## src/rtl/serial_arith_pkg.sv

```systemverilog
// Shared constants and helpers for the bit-serial arithmetic blocks:
// the controller state encoding and the bit-counter sizing rule.
package serial_arith_pkg;

   localparam logic [1:0] ST_IDLE = 2'd0;
   localparam logic [1:0] ST_RUN  = 2'd1;
   localparam logic [1:0] ST_DONE = 2'd2;

   // Counter holds 0..width, so it never wraps before the last bit is seen.
   function automatic int cnt_width(input int width);
      return (width < 1) ? 1 : $clog2(width + 1);
   endfunction

endpackage

```

## src/rtl/half_subtractor.sv

```systemverilog
// One-bit half subtractor: diff = a - b, borrow set when b exceeds a.
// Two of these plus an OR form a full-subtract bit cell.
module half_subtractor (
   input  logic a,
   input  logic b,
   output logic diff,
   output logic borrow
);

   assign diff   = a ^ b;
   assign borrow = ~a & b;

endmodule

```

## src/rtl/serial_subtractor.sv

```systemverilog
// Bit-serial unsigned subtractor: diff = a - b, one bit per clock, LSB first,
// with valid/ready handshakes on the operand and result sides.
module serial_subtractor
   import serial_arith_pkg::*;
#(
   parameter int WIDTH = 8
) (
   input  logic             clk,
   input  logic             reset,
   input  logic             in_valid,
   output logic             in_ready,
   input  logic [WIDTH-1:0] a,
   input  logic [WIDTH-1:0] b,
   output logic             out_valid,
   input  logic             out_ready,
   output logic [WIDTH-1:0] diff,
   output logic             borrow
);

   localparam int CW = cnt_width(WIDTH);

   logic [1:0]       state;
   logic [WIDTH-1:0] a_sh;
   logic [WIDTH-1:0] b_sh;
   logic [WIDTH-1:0] diff_shift;
   logic [CW-1:0]    count;
   logic             borrow_q;
   logic             last_bit;

   logic             d0;
   logic             b0;
   logic             d;
   logic             b1;
   logic             bout;

   // Full-subtract cell: x - y first, then subtract the incoming borrow.
   half_subtractor u_hs_xy (
      .a      (a_sh[0]),
      .b      (b_sh[0]),
      .diff   (d0),
      .borrow (b0)
   );

   half_subtractor u_hs_bin (
      .a      (d0),
      .b      (borrow_q),
      .diff   (d),
      .borrow (b1)
   );

   assign bout     = b0 | b1;
   assign last_bit = (count == CW'(WIDTH - 1));

   assign in_ready  = (state == ST_IDLE);
   assign out_valid = (state == ST_DONE);

   // A one-bit result has no upper bits to shift down.
   generate
      if (WIDTH == 1) begin : g_narrow
         assign diff_shift = d;
      end else begin : g_wide
         assign diff_shift = {d, diff[WIDTH-1:1]};
      end
   endgenerate

   // NOTE: every flop here sits in one clocked block with non-blocking
   // updates, so the shift registers all move on the same edge.
   always_ff @(posedge clk) begin
      if (reset) begin
         state    <= ST_IDLE;
         a_sh     <= '0;
         b_sh     <= '0;
         diff     <= '0;
         borrow   <= 1'b0;
         borrow_q <= 1'b0;
         count    <= '0;
      end else begin
         case (state)
            ST_IDLE: begin
               if (in_valid) begin
                  a_sh     <= a;
                  b_sh     <= b;
                  borrow_q <= 1'b0;
                  count    <= '0;
                  state    <= ST_RUN;
               end
            end
            ST_RUN: begin
               diff     <= diff_shift;
               a_sh     <= a_sh >> 1;
               b_sh     <= b_sh >> 1;
               borrow_q <= bout;
               count    <= count + CW'(1);
               if (last_bit) begin
                  borrow <= bout;
                  state  <= ST_DONE;
               end
            end
            ST_DONE: begin
               if (out_ready) begin
                  state <= ST_IDLE;
               end
            end
            default: state <= ST_IDLE;
         endcase
      end
   end

endmodule

```

## config.mk

```make
export PLATFORM = sky130hd
export DESIGN_NAME = serial_subtractor
export DESIGN_NICKNAME = d
export VERILOG_FILES = /design/src/rtl/serial_arith_pkg.sv /design/src/rtl/half_subtractor.sv /design/src/rtl/serial_subtractor.sv
export SDC_FILE = /design/constraint.sdc
export NUM_CORES = 1
export LEC_CHECK = 0
export CORE_MARGIN = 2
export CORE_UTILIZATION = 50
export CTS_CLUSTER_SIZE = 14
export DETAILED_ROUTE_END_ITERATION = 16
export PLACE_DENSITY = 0.78
export SLEW_MARGIN = 20
export SYNTH_ARGS = -nofsm -noshare
export SYNTH_HDL_FRONTEND = slang
export SYNTH_SLANG_ARGS = --single-unit
```

## constraint.sdc

```tcl
create_clock -name clk -period 1.55 [get_ports clk]
set_input_delay 0.31 -clock clk [delete_from_list [all_inputs] [get_ports clk]]
set_output_delay 0.31 -clock clk [all_outputs]
set_load 0.01 [all_outputs]
```

==> results.cfg, run 1 <==
[status]
status = finished, final reports clean

[clock_tree]
ctsHtreeMaxLevel = 2
cts_tree = done
clk_pin_slew_worst_paths_ns = 0.09
numCtsBuffers = 5
cts-root-buf = clkbuf_4
cts_num_sinks = 32
worstSkewPairLatency_ns = 0.33
cts_hold_buffers = 0
ctsLongestPathBuffers = 2

[grt]
grt.met3_usage = 0.05275
grt_use_met1 = 0.2735
grt_max_degree = 21
antenna_found_initial = 0
grt_util_all_layers = 0.2266
grtUsageMet2 = 0.3937
overflow = 0
top_usage_layer = met2
grt_pass1_vias = 1377
grt_pass1_wl_um = 6044

[worst_setup_path]
critPathMaxFanout = 2
cp.arrival_ns = 1.20
cp_top_family = buffers and inverters
critPathKind = reg -> out
start_kind = register
worstPathRequired_ns = 1.24
worst_path_max_delay_cell = clkdlybuf4s50_1
r2r_setup_slack_ns = 0.19
crit_buf_inv = 1
path_cells = clkdlybuf4s50_1
critPathCaptureType = primary output
critPathMaxStageDelay_ns = 0.53

[pwr]
p_leak_nw = 0.8261
intPower_mw = 1.236
swShare = 0.2651
seq_power_share = 0.536
power.density_nw_per_um2 = 867.3
clkPwrFrac = 0.297
p_total_mw = 1.682
worst_ir_drop_vdd_mv = 0.6308
p_switching_mw = 0.4459
p_comb_frac = 0.167

[sta]
slew_headroom = 0.8301
period_needed_ns = 1.505
finalClockSkew_ns = 0.004478
period_share = 0.9712
drv_slew = 0
hold_viol_final = 0
tightest_slew_ns = 0.2549
setup_violations = 0
fin_hold_ws_ns = 0.4724
rsz0062_at_grt = false
fmax_ghz = 0.6643
fin_ws_ns = 0.04462
fin_tns_setup_ns = 0

[synthesis]
synth_cell_types = 28
avgSynthCellArea_um2 = 8.208
yosys_warnings = 0
yosysSeqAreaShare = 0.4242
synth.net_count = 206
ys_seq_elements = 32
synthCells = 184
syn_area_um2 = 1510

[cells_and_area]
final_area_um2 = 1939
syn_to_final_growth_pct = 28.42
antenna_cells = 0
drive_gt1_frac = 0.1719
num-nets-final = 242
final_common_cell = a21oi_1
fin_util = 0.6913
mostFrequentLayoutCells = a21oi_1 (33), dfxtp_1 (32), nor2_1 (21)
fin_cells = 252

[routing]
vias_per_cell = 5.611
remaining_drc_errors = 0
antenna_left = 0
wl_per_cell_um = 14.04
first_pass_iters = 4
drtIter0Drc = 54
wirelength_um = 3539
vias = 1414

[floorplanning]
die_h_um = 58.96
fp-row-count = 19
initial_core_util = 0.5384
dieWidth_um = 58.96
coreArea_um2 = 2805
die_area_um2 = 3476
ioPinCount = 31

[placement]
portBuffers = 30
hpwl_um = 2562
place_area_um2 = 1882
pre_cts_ws_ns = -0.09978
place.gp.congestion = 0.7596
dp.cells = 244

[hold_path]
worstHoldPathType = reg -> reg

[flow_run]
cap_violations = 0
[registers in the layout (all words and copies together) (netlist names)]
signal	flops
borrow_q	1
count	4
b_sh	8
state	2
borrow	1
a_sh	8
diff	8
[layout make-up]
class / count / area [um2]
clock inverters: 2 / 10.01
flip-flops and latches: 32 / 640.6
repair buffers: 44 / 396.6
well taps: 31 / 38.79
clock buffers: 6 / 51.30
inverters: 16 / 60.06
multi-input cells: 121 / 742.0
fillers: 244 / 865.8
[synth_stat cells]
cell type	count	area (um2)
nor2_1	21	78.83
nand3b_1	2	15.01
buf_2	10	50.05
o22a_1	6	52.55
or2_2	1	6.260
a22oi_1	2	15.01
o22ai_1	2	12.51
nand2_1	20	75.07
o221a_2	14	157.7
fa_1	1	20.02
clkbuf_1	4	15.01
mux2i_1	1	10.01
inv_1	16	60.06
o21bai_1	1	7.510
nand3_1	2	10.01
nand2b_1	2	12.51
buf_4	1	7.510
or3_1	1	6.260
nor2b_1	4	25.02
and3b_1	1	8.760
a2bb2oi_1	1	8.760
ha_1	1	12.51
a211oi_1	1	7.510
nor2b_2	1	8.760
dfxtp_1	32	640.6
a31oi_1	2	12.51
a21oi_1	33	165.2
a311oi_1	1	8.760
[final timing paths]
| check | to | cells after the start | start |
|---|---|---|---|
| max | borrow | 1 | borrow |
| min | diff[0] | 2 | diff[0] |
| max reg2reg | b_sh[2] | 4 | state[1] |
| min reg2reg | diff[0] | 2 | diff[0] |
[routing by layer]
metal  routed length, um  part of all wire
met2                1822              0.51
met5                   0                 0
met3                 185             0.052
met1                1489              0.42
met4                  41             0.012
[power groups by stage]
| stage | Combinational [mW] | Sequential, mW | Clock (mW) |
|---|---|---|---|
| 6_report | 0.280 | 0.902 | 0.499 |
| 5_1_grt | 0.311 | 0.909 | 0.545 |
| 4_1_cts | 0.281 | 0.902 | 0.510 |
| 3_5_place_dp | 0.282 | 0.921 | 0 |
| 3_3_place_gp | 0.270 | 0.919 | 0 |
| 2_1_floorplan | 0.170 | 0.913 | 0 |
[logic make-up (layout without fill, tap and decap cells)]
kind of cell | Yosys count | count (layout) | share of synthesized area
flops | 32 | 32 | 0.4242
fa+ha+maj | 2 | 2 | 0.02154
compound gates | 63 | 63 | 0.2966
mux | 1 | 1 | 0.006628
simple gates | 55 | 55 | 0.1632
buf+inv | 31 | 68 | 0.08782
[what timing repair did]
action,in CTS,in global routing
buffers inserted,0,0
endpoints found under the hold margin,0,0
resized for setup,9,2
setup endpoints to repair,9,2
(Power assumes the default switching activity.)
==> run 2: changes to the inputs <==
--- a/config.mk
+++ b/config.mk
@@ -5,11 +5,12 @@
 export SDC_FILE = /design/constraint.sdc
 export NUM_CORES = 1
 export LEC_CHECK = 0
+export CORE_ASPECT_RATIO = 0.9
 export CORE_MARGIN = 2
-export CORE_UTILIZATION = 50
+export CORE_UTILIZATION = 49
 export CTS_CLUSTER_SIZE = 14
 export DETAILED_ROUTE_END_ITERATION = 16
-export PLACE_DENSITY = 0.78
+export PLACE_DENSITY = 0.84
 export SLEW_MARGIN = 20
 export SYNTH_ARGS = -nofsm -noshare
 export SYNTH_HDL_FRONTEND = slang
==> results.cfg, run 2 (synthesized netlist as in run 1, its figures left out) <==
[clock_tree]
cts_num_sinks = 32
ctsHtreeMaxLevel = 2
clk_pin_slew_worst_paths_ns = 0.11
cts_tree = done
cts_hold_buffers = 0
worstSkewPairLatency_ns = 0.34
cts_setup_buffers = 0
numCtsBuffers = 5
ctsLongestPathBuffers = 2
cts-root-buf = clkbuf_4

[floorplanning]
die_h_um = 56.67
fp-row-count = 19
ioPinCount = 31
die_area_um2 = 3543
dieWidth_um = 62.52
coreArea_um2 = 2995
initial_core_util = 0.5042

[grt]
grt_pass1_vias = 1318
antenna_found_initial = 0
grt_pass1_wl_um = 5844
grt_max_degree = 17
grt_util_all_layers = 0.2089
overflow = 0

[routing]
vias = 1392
remaining_drc_errors = 0
wl_per_cell_um = 12.24
drtIter0Drc = 88
top_layer = met4
wl_met1_um = 1632
met3_length_um = 128
vias_per_cell = 5.213
antenna_left = 0
first_pass_iters = 4
wirelength_um = 3269
wl_met2_um = 1469

[worst_setup_path]
start_kind = register
cp.arrival_ns = 1.15
critPathMaxStageDelay_ns = 0.38
critPathCaptureType = primary output
crit_buf_inv = 1
cp_top_family = flip-flops
worstPathRequired_ns = 1.24
critPathMaxFanout = 4
worst_path_max_delay_cell = dfxtp_2
critPathKind = reg -> out
path_cells = nor2b_2 -> dlygate4sd2_1

[sta]
period_needed_ns = 1.460
fmax_ghz = 0.6849
setup_violations = 0
hold_viol_final = 0
slew_headroom = 0.8278
period_share = 0.9419
drv_slew = 0
finalClockSkew_ns = 0.01298
tightest_slew_ns = 0.2571
fin_ws_ns = 0.08999
rsz0062_at_grt = false
fin_hold_ws_ns = 0.4577

[placement]
hpwl_um = 2371
portBuffers = 30
place.gp.congestion = 0.8210
pre_cts_ws_ns = -0.09406

[hold_path]
worstHoldPathType = reg -> reg

[cells_and_area]
num-nets-final = 246
reg.largest.list = a_sh x8, b_sh x8, diff x8
multiInputGateArea_um2 = 742.0
syn_to_final_growth_pct = 31.32
fill_cells = 269
antenna_cells = 0
drive_gt1_frac = 0.2000
mostFrequentLayoutCells = a21oi_1 (33), dfxtp_1 (31), nand2_1 (20), nor2_1 (20), clkdlybuf4s50_1 (19)
regArea_um2 = 641.9
final_common_cell = a21oi_1

[pwr]
power.density_nw_per_um2 = 848.5
worst_ir_drop_vdd_mv = 0.8255
seq_power_share = 0.537
p_leak_nw = 0.8487
intPower_mw = 1.239
swShare = 0.2635
p_switching_mw = 0.4434
clkPwrFrac = 0.296
p_comb_frac = 0.167

[flow_run]
cap_violations = 0

[status]
status = finished, final reports clean
==> run 2: repair_timing <==
item                                   4_1_cts  5_1_grt
resized for setup                           12        2
endpoints found under the hold margin        0        0
setup endpoints to repair                   10        2
==> run 2: cell type report <==
type                            instances  area share
Clock inverter                          2    0.005047
Multi-Input combinational cell        121      0.3741
Tap cell                               42     0.02650
Sequential cell                        32      0.3237
Inverter                               16     0.03028
Timing Repair Buffer                   48      0.2145
Clock buffer                            6     0.02587
==> run 2: final timing paths <==
path                            depth (start not counted)     start  slack, ns   endpoint
worst max register to register                          4  state[0]       0.14     borrow
worst min-delay path                                    2   diff[5]       0.46    diff[4]
worst min register to register                          2   diff[5]       0.46    diff[4]
worst max-delay path                                    2  state[1]       0.09  out_valid
==> run 2: power by group through the flow <==
stage | sequential, mW | clock [mW] | combinational (mW)
CTS | 0.903 | 0.518 | 0.281
global placement | 0.920 | 0 | 0.277
global route | 0.911 | 0.553 | 0.311
detailed placement | 0.921 | 0 | 0.283
finish | 0.904 | 0.499 | 0.281
floorplan | 0.913 | 0 | 0.170
==> run 2: metrics by stage <==
step | instance area [um2] | std cells | total power [mW] | utilization | TNS [ns]
3_5_place_dp | 1926 | 259 | 1.204 | 0.6429 | -0.4425
2_1_floorplan | 1510 | 184 | 1.083 | - | 0
3_3_place_gp | 1926 | 259 | 1.198 | 0.6429 | -0.08643
6_report | 1983 | 267 | 1.683 | 0.6621 | 0
4_1_cts | 1978 | 267 | 1.702 | 0.6604 | 0
5_1_grt | 1983 | 267 | 1.776 | 0.6621 | 0
==> run 2: metal layers <==
layer,global-route usage,vias up
li1,-,724
met1,0.2669,637
met2,0.3349,27
met3,0.05812,4
met4,0.08571,0
met5,0,-
==> run 2: worst min-delay path, stage by stage, from the launching register on <==
cell and delay, ns:
dfxtp_1 0.33, nand2_1 0.05, a21oi_1 0.05
